**config.mk**
```make
export PLATFORM = sky130hd
export DESIGN_NAME = membus_arbiter
export DESIGN_NICKNAME = d
export VERILOG_FILES = /design/src/rtl/membus_arbiter.sv
export SDC_FILE = /design/constraint.sdc
export NUM_CORES = 1
export LEC_CHECK = 0
export ABC_AREA = 1
export ABC_CLOCK_PERIOD_IN_PS = 2000
export CAP_MARGIN = 20
export CORE_MARGIN = 4
export CORE_UTILIZATION = 45
export CTS_BUF_LIST = sky130_fd_sc_hd__clkbuf_4 sky130_fd_sc_hd__clkbuf_8 sky130_fd_sc_hd__clkbuf_16
export DETAILED_ROUTE_END_ITERATION = 12
export GPL_ROUTABILITY_DRIVEN = 0
export PLACE_DENSITY = 0.85
export SYNTH_ARGS = -nofsm -noshare
export SYNTH_HDL_FRONTEND = slang
export SYNTH_SLANG_ARGS = --single-unit
```
**constraint.sdc**
```tcl
create_clock -name i_clk -period 2 [get_ports i_clk]
set_input_delay 0.6 -clock i_clk [delete_from_list [all_inputs] [get_ports i_clk]]
set_output_delay 0.6 -clock i_clk [all_outputs]
set_load 0.05 [all_outputs]
```
**src/rtl/membus_arbiter.sv**
```systemverilog
// DMA-to-CPU memory bus arbiter: steals the bus at microsequencer phase 0,
// runs bursts of 2-cycle transfers, then gives the CPU CPU_MIN boundaries back.
module membus_arbiter #(
  parameter int BURST_MAX = 16,
  parameter int CPU_MIN   = 1
) (
  input  logic        i_clk,
  input  logic        reset,
  input  logic [3:0]  uSval,
  input  logic        dma_req,
  input  logic        dma_we,
  input  logic [15:0] dma_addr,
  input  logic [7:0]  dma_wdata,
  input  logic [7:0]  mem_rdata,
  output logic        dma_gnt,
  output logic        dma_ack,
  output logic [7:0]  dma_rdata,
  output logic        cpu_hold,
  output logic        bus_addr_oe,
  output logic [15:0] bus_addr,
  output logic [7:0]  bus_wdata,
  output logic        mem_rd_n,
  output logic        mem_wr_n
);

  typedef enum logic [2:0] {IDLE, SYNC, ADDR, STRB, COOL} state_t;

  state_t      state, state_nxt;
  logic [7:0]  burst_cnt, burst_nxt;
  logic [3:0]  bnd_cnt, bnd_nxt;
  logic [15:0] addr_q;
  logic [7:0]  wdata_q, rdata_q;
  logic        we_q;
  logic        latch;

  logic       boundary;
  logic [8:0] burst_inc;
  logic [4:0] bnd_inc;

  assign boundary  = (uSval == 4'd0);
  assign burst_inc = {1'b0, burst_cnt} + 9'd1;
  assign bnd_inc   = {1'b0, bnd_cnt} + 5'd1;

  always_comb begin
    state_nxt = state;
    burst_nxt = burst_cnt;
    bnd_nxt   = bnd_cnt;
    latch     = 1'b0;
    case (state)
      IDLE: if (dma_req) state_nxt = SYNC;
      SYNC: begin
        if (!dma_req) state_nxt = IDLE;
        else if (boundary) begin
          latch     = 1'b1;
          burst_nxt = 8'd0;
          state_nxt = ADDR;
        end
      end
      ADDR: state_nxt = STRB;
      STRB: begin
        if (burst_cnt != 8'hFF) burst_nxt = burst_inc[7:0];
        // burst_inc is the count including the transfer finishing now
        if (dma_req && (burst_inc < 9'(BURST_MAX))) begin
          latch     = 1'b1;
          state_nxt = ADDR;
        end else begin
          bnd_nxt   = 4'd0;
          state_nxt = COOL;
        end
      end
      COOL: begin
        if (boundary) begin
          if (bnd_inc >= 5'(CPU_MIN)) begin
            bnd_nxt   = 4'd0;
            state_nxt = IDLE;
          end else begin
            bnd_nxt = bnd_inc[3:0];
          end
        end
      end
      default: state_nxt = IDLE;
    endcase
  end

  always_ff @(posedge i_clk or negedge reset) begin
    if (!reset) begin
      state     <= IDLE;
      burst_cnt <= 8'd0;
      bnd_cnt   <= 4'd0;
      addr_q    <= 16'h0000;
      wdata_q   <= 8'h00;
      we_q      <= 1'b0;
      rdata_q   <= 8'h00;
    end else begin
      state     <= state_nxt;
      burst_cnt <= burst_nxt;
      bnd_cnt   <= bnd_nxt;
      if (latch) begin
        addr_q  <= dma_addr;
        wdata_q <= dma_wdata;
        we_q    <= dma_we;
      end
      if (state == STRB && !we_q) rdata_q <= mem_rdata;
    end
  end

  // Outputs are also gated by reset so an abort never leaves a strobe low
  // while the state register is being cleared.
  logic in_xfer, strb;
  assign in_xfer = (state == ADDR) || (state == STRB);
  assign strb    = (state == STRB);

  assign dma_gnt     = reset & in_xfer;
  assign bus_addr_oe = reset & in_xfer;
  assign dma_ack     = reset & strb;
  assign cpu_hold    = reset & (in_xfer | ((state == SYNC) & boundary & dma_req));
  assign mem_rd_n    = ~(reset & strb & ~we_q);
  assign mem_wr_n    = ~(reset & strb & we_q);
  assign bus_addr    = addr_q;
  assign bus_wdata   = wdata_q;
  assign dma_rdata   = rdata_q;

endmodule

```
==> results by group, run 1 <==
Route
  – Total number of vias: 2150
  – Met3 WL: 480 µm
  – 1st-iter DRT viols: 159
  – Metal2 WL: 3.09 mm
  – DRC: 0
  – DRT met1 WL: 2.51 mm
  – Final WL: 6.21 mm
  – Drt pass-1 iters: 4
  – Uppermost layer routed: met4
  – Routed len/inst: 14.2 µm
  – Vias per cell: 4.91
  – Antenna Nets Post-Route: 0

Worst setup path
  – Worst Reg-to-Reg Cells: 10
  – Startpoint types: primary input
  – Worst Setup End Kind: primary output
  – Arr. time, crit path: 1.46 ns
  – R2r setup slk: 0.20 ns
  – CP required: 1.40 ns
  – CP Class: primary input to primary output
  – RR Startpoint: burst_cnt[0]
  – CP max FO: 2
  – Worst flop-to-flop path endpoint: bus_addr[14]

Global route
  – Wire length of the first global-routing pass: 9.72 mm
  – Vias in the first global route: 2072
  – Initial antenna violation count: 0
  – Total grt overflow: 0
  – Total Routing Usage GR: 0.200
  – Largest net degree at the start of global routing: 49

Logic synthesis
  – Post-synth EDFFs: 0
  – Distinct cells, synth: 27
  – Cell area after synthesis: 2240 µm²
  – Async set-reset flop share out of synthesis: 1.00
  – Mapped Nets: 312
  – Sequential element share of the synthesized area: 0.535
  – Syn_area_per_cell: 8.34 µm²
  – Gate Count Post-Synth: 269
  – Yosys warnings: 0
  – #FFs+latches synth: 48
  – Prevailing post-synth register cell: dfrtp_1

Die
  – Cell Rows: 25
  – Io pins: 78
  – Die width: 78.6 µm
  – Starting Density: 0.469
  – Die Area: 6180 µm²
  – Die Ht: 78.6 µm
  – Core box area: 4790 µm²

Pwr
  – Comb pwr share: 0.554
  – Reg power frac: 0.328
  – Clock power frac: 0.118
  – Pint: 2.66 mW
  – Power Dens Cells: 1560 nW/µm²
  – Sw Ratio: 0.496
  – Lkg Pwr: 1.71 nW
  – Max rail drop VDD: 0.00107 V
  – Switching pwr: 2.61 mW

Placement
  – Worst slack at placement: -0.531 ns
  – Port Buffers: 77
  – Post-DP HPWL: 4.29 mm

Finish
  – Share of cells above drive strength 1: 0.291
  – Nets@finish: 413
  – Number of fill cells: 354
  – Syn-to-layout area delta: 50.4%
  – Area of the multi-input gates: 987 µm²
  – Register area: 1200 µm²
  – Commonest cells after routing, fill and taps aside: 90 x nand2_1, 58 x buf_4, 48 x dfrtp_1
  – Most common cell after layout, fill and taps aside: nand2_1
  – ANT cells: 0

Clock tree
  – Hold-fix buffers, CTS: 0
  – CTS sink cnt: 48
  – Clk_lat worst skew: 0.31 ns
  – Clk buf depth: 2
  – Worst-path clk slew: 0.09 ns
  – Htree depth: 2
  – CTS tree: built
  – CTS Buf Count: 5
  – Clk root buf: clkbuf_8

Timing
  – Slew headroom: 0.610
  – F_max: 485 MHz
  – Worst setup margin: -0.0621 ns
  – Setup violations, final: 1
  – Final hold vios: 0
  – Clock skew: 0.00386 ns
  – Max Slew Vio Count: 0
  – Fin crit period: 2.06 ns
  – Setup_tns: -0.0621 ns
  – RSZ-0062 raised after global routing: true
  – Period utilization: 1.03
  – Hold Worst Slack: 0.421 ns
  – Worst Tran Pin Value: 0.585 ns

Min path
  – Type of the tightest min-delay check: primary input to asynchronous set/reset pin

Run status
  – Status: complete, but fails checks
  – Failing checks: negative setup slack

Job
  – Max Cap Viol: 0
power by group through the flow:
stage / Sequential (mW) / Clock, mW / Combinational, mW
6_report: 1.73 / 0.623 / 2.92
4_1_cts: 1.73 / 0.626 / 2.81
5_1_grt: 1.78 / 0.667 / 3.11
3_3_place_gp: 1.72 / 0 / 2.71
2_1_floorplan: 2.74 / 0 / 0.834
3_5_place_dp: 1.74 / 0 / 2.78
flip-flops by register name, indices dropped and copies added (netlist names):
name,cells
bnd_cnt,4
burst_cnt,8
bus_addr,16
bus_wdata,8
dma_rdata,8
state,3
we_q,1
worst max path at each step:
stage	cells past startpoint	from	endpoint	slack [ns]
finish	6	dma_req	cpu_hold	-0.06
global route	7	uSval[1]	cpu_hold	-0.09
CTS	4	state[1]	cpu_hold	-0.04
detailed placement	6	dma_req	cpu_hold	-0.53
global placement	6	dma_req	cpu_hold	-0.52
floorplan	5	dma_req	cpu_hold	-0.11
repair_timing:
| item | 4_1_cts | 5_1_grt |
|---|---|---|
| resized for setup | 16 | 9 |
| setup buffers | 9 | 3 |
| pin swaps | 6 | 4 |
| endpoints found under the hold margin | 0 | 0 |
| cloned | 0 | 0 |
| setup endpoints to repair | 28 | 32 |
layout make-up:
| cell class | instances | share of cell area |
|---|---|---|
| Timing Repair Buffer | 102 | 0.273 |
| Multi-Input combinational cell | 193 | 0.293 |
| Clock inverter | 1 | 0.00222 |
| Inverter | 20 | 0.0245 |
| Sequential cell | 48 | 0.356 |
| Clock buffer | 7 | 0.0267 |
| Tap cell | 67 | 0.0248 |
metrics by stage:
stage | instances | instance area [µm²] | total power, mW | utilization
after floorplan | 269 | 2300 | 3.57 | -
after global placement | 418 | 3150 | 4.43 | 0.658
after detailed placement | 418 | 3150 | 4.52 | 0.658
after CTS | 435 | 3320 | 5.17 | 0.694
after global routing | 438 | 3370 | 5.56 | 0.705
final | 438 | 3370 | 5.27 | 0.705
critical path, stage by stage:
cell and delay [ns]:
buf_6 0.10, inv_8 0.03, nor4_4 0.30, nand2_2 0.13
a21oi_4 0.15, buf_12 0.15
routing by layer:
layer  up-vias  GRT usage
met5         -          0
met1      1002      0.239
met4         0     0.0944
li1       1057          -
met2        81      0.332
met3        10     0.0550
synthesized netlist by cell type, drive strengths merged, types with 2 or more instances:
cell type / instances / area share
clkbuf: 3 / 0.0050
nand3: 43 / 0.10
nor2: 19 / 0.038
dfrtp: 48 / 0.54
o21ai: 6 / 0.013
buf: 5 / 0.020
nor3: 2 / 0.0045
ha: 3 / 0.017
nand2: 107 / 0.20
a21oi: 7 / 0.016
inv: 20 / 0.033
cell families (layout without fill, tap and decap cells):
group,count (synthesis),after routing,share of synthesized area
AND/OR/NAND/NOR,173,173,0.349
buffers and inverters,28,130,0.0580
flip-flops,48,48,0.535
AO/OA/AOI/OAI,17,17,0.0413
adder cells (fa/ha/maj),3,3,0.0167
No activity file was read; power rests on OpenSTA's default activity.
==> run 2, diff against run 1 <==
--- a/config.mk
+++ b/config.mk
@@ -6,14 +6,15 @@
 export NUM_CORES = 1
 export LEC_CHECK = 0
 export ABC_AREA = 1
-export ABC_CLOCK_PERIOD_IN_PS = 2000
 export CAP_MARGIN = 20
 export CORE_MARGIN = 4
-export CORE_UTILIZATION = 45
+export CORE_UTILIZATION = 55
 export CTS_BUF_LIST = sky130_fd_sc_hd__clkbuf_4 sky130_fd_sc_hd__clkbuf_8 sky130_fd_sc_hd__clkbuf_16
+export CTS_CLUSTER_SIZE = 40
 export DETAILED_ROUTE_END_ITERATION = 12
+export DONT_BUFFER_PORTS = 1
 export GPL_ROUTABILITY_DRIVEN = 0
-export PLACE_DENSITY = 0.85
+export PLACE_DENSITY = 0.75
 export SYNTH_ARGS = -nofsm -noshare
 export SYNTH_HDL_FRONTEND = slang
 export SYNTH_SLANG_ARGS = --single-unit
==> results by group, run 2 (synthesized netlist as in run 1, its figures left out) <==
Run status
  – Status: complete, but fails checks (unchanged)
  – Failing checks: negative setup slack (unchanged)

Global route
  – Initial antenna violation count: 0 (unchanged)
  – Total Routing Usage GR: 0.193 (was 0.200)
  – Total grt overflow: 0 (unchanged)
  – Largest net degree at the start of global routing: 49 (unchanged)
  – Wire length of the first global-routing pass: 7.93 mm (was 9.72 mm)
  – Vias in the first global route: 1688 (was 2072)

Clock tree
  – CTS tree: built (unchanged)
  – Clk buf depth: 2 (unchanged)
  – Clk_lat worst skew: 0.30 ns (was 0.31 ns)
  – CTS Buf Count: 5 (unchanged)
  – Worst-path clk slew: 0.09 ns (about the same)
  – Clk root buf: clkbuf_8 (unchanged)
  – Htree depth: 2 (unchanged)
  – CTS sink cnt: 48 (unchanged)

Worst setup path
  – Worst Setup End Kind: primary output (unchanged)
  – Sequence of cells on the critical path: nor4_4, nand2_2, a21oi_4, buf_12 (was buf_6, inv_8, nor4_4, nand2_2, a21oi_4, buf_12)
  – Max incr delay on CP: 0.42 ns (was 0.30 ns)
  – CP required: 1.40 ns (about the same)
  – CP max FO: 3 (was 2)
  – Crit-path slowest cell: dfrtp_1 (was nor4_4)
  – Arr. time, crit path: 1.44 ns (was 1.46 ns)
  – Startpoint types: flop (was primary input)
  – CP Class: flop to primary output (was primary input to primary output)

Die
  – Starting Density: 0.591 (was 0.469)
  – Die Ht: 71.9 µm (was 78.6 µm)
  – Core box area: 3800 µm² (was 4790 µm²)
  – Io pins: 78 (unchanged)
  – Cell Rows: 22 (was 25)
  – Die width: 71.9 µm (was 78.6 µm)
  – Die Area: 5160 µm² (was 6180 µm²)

Route
  – Antenna Nets Post-Route: 0 (unchanged)
  – Drt pass-1 iters: 4 (unchanged)
  – Total number of vias: 1764 (was 2150)
  – Vias per cell: 5.33 (was 4.91)
  – 1st-iter DRT viols: 99 (was 159)
  – Routed len/inst: 14.0 µm (was 14.2 µm)
  – DRC: 0 (unchanged)
  – Final WL: 4.64 mm (was 6.21 mm)

Finish
  – Number of fill cells: 309 (was 354)
  – Max reg flops: 16 (unchanged)
  – Most common cell after layout, fill and taps aside: nand2_1 (unchanged)
  – Share of cells above drive strength 1: 0.180 (was 0.291)
  – ANT cells: 0 (unchanged)
  – Area of the multi-input gates: 973 µm² (was 987 µm²)
  – Syn-to-layout area delta: 14.0% (was 50.4%)
  – Nets@finish: 326 (was 413)
  – Non-filler cells in the finished layout: 331 (was 438)
  – Register area: 1200 µm² (about the same)
  – Commonest cells after routing, fill and taps aside: 91 x nand2_1, 47 x dfrtp_1, 41 x nand3_1 (was 90 x nand2_1, 58 x buf_4, 48 x dfrtp_1)

Timing
  – Slew headroom: 0.671 (was 0.610)
  – Clock skew: 0.0114 ns (was 0.00386 ns)
  – Hold Worst Slack: 0.142 ns (was 0.421 ns)
  – RSZ-0062 raised after global routing: true (unchanged)
  – Worst setup margin: -0.0424 ns (was -0.0621 ns)
  – F_max: 490 MHz (was 485 MHz)
  – Final hold vios: 0 (unchanged)
  – Worst Tran Pin Value: 0.493 ns (was 0.585 ns)
  – Setup violations, final: 1 (unchanged)
  – Period utilization: 1.02 (was 1.03)
  – Fin crit period: 2.04 ns (was 2.06 ns)
  – Max Slew Vio Count: 0 (unchanged)

Min path
  – Type of the tightest min-delay check: primary input to asynchronous set/reset pin (unchanged)

Job
  – Max Cap Viol: 0 (unchanged)

Pwr
  – Lkg Pwr: 1.30 nW (was 1.71 nW)
  – Power Dens Cells: 1740 nW/µm² (was 1560 nW/µm²)
  – Max rail drop VDD: 0.00110 V (was 0.00107 V)

Placement
  – Port Buffers: 0 (was 77)
  – Inst Count DP: 321 (was 418)
  – Post-DP HPWL: 3.39 mm (was 4.29 mm)
## run 2: cell types whose count changed in the layout (fill, tap and decap cells not counted), moves of 2 or more
cell,delta
buf_4,-46
clkdlybuf4s50_1,-33
clkdlybuf4s15_1,-4
buf_12,-3
a21oi_1,+2
a21oi_2,-2
inv_1,+2
inv_2,-2
## run 2: path summary, 6_finish.rpt
path	slack, ns	cells past startpoint	from	to
max in group asynchronous	1.62	1	reset	state[1]
max	-0.04	4	state[2]	cpu_hold
min in group i_clk	0.41	2	dma_addr[2]	bus_addr[2]
min reg2reg	0.50	2	bnd_cnt[3]	bnd_cnt[3]
max reg2reg	0.18	9	burst_cnt[0]	bus_addr[8]
min	0.14	1	reset	burst_cnt[2]
## run 2: critical path: cells and delay by family, from the launching register on
family / cells / cell delay, ns
AND/OR/NAND/NOR: 2 / 0.42
AO/OA/AOI/OAI: 1 / 0.16
flip-flops: 1 / 0.42
buffers and inverters: 1 / 0.15
## run 2: where the power goes
part           switching [mW]  internal, mW
Combinational           0.655         0.437
Clock                   0.302         0.237
Sequential               1.43          1.39
Total                    2.39          2.06
## run 2: cell type report
type	instances	area share
Sequential cell	48	0.470
Multi-Input combinational cell	193	0.381
Timing Repair Buffer	15	0.0616
Inverter	20	0.0323
Clock buffer	5	0.0269
Tap cell	48	0.0235
Clock inverter	2	0.00489
## run 2: metal layers
metal  vias to the layer above  global-route usage  routed length (µm)
li1                        882                   -                   -
met4                         0              0.0564                  61
met2                        66               0.300                2170
met3                         6              0.0715                 409
met1                       810               0.254                2000
met5                         -                   0                   0
## run 2: stage by stage
step / TNS (ns) / instance area [µm²] / worst slack [ns] / utilization / power, mW
finish: -0.0424 / 2560 / -0.0424 / 0.673 / 4.45
floorplan: -0.110 / 2300 / -0.110 / - / 3.57
CTS: -0.0588 / 2540 / -0.0588 / 0.669 / 4.47
detailed placement: 0 / 2410 / 0.0968 / 0.635 / 3.88
global route: -0.229 / 2560 / -0.0844 / 0.673 / 4.74
global placement: 0 / 2410 / 0.0988 / 0.635 / 3.82
## run 2: repair_timing
action,4_1_cts,5_1_grt
hold endpoints to repair,48,0
endpoints found under the setup margin,4,25
hold buffers,1,0
buffers inserted,2,0
pin swaps,3,1
resized for setup,2,3
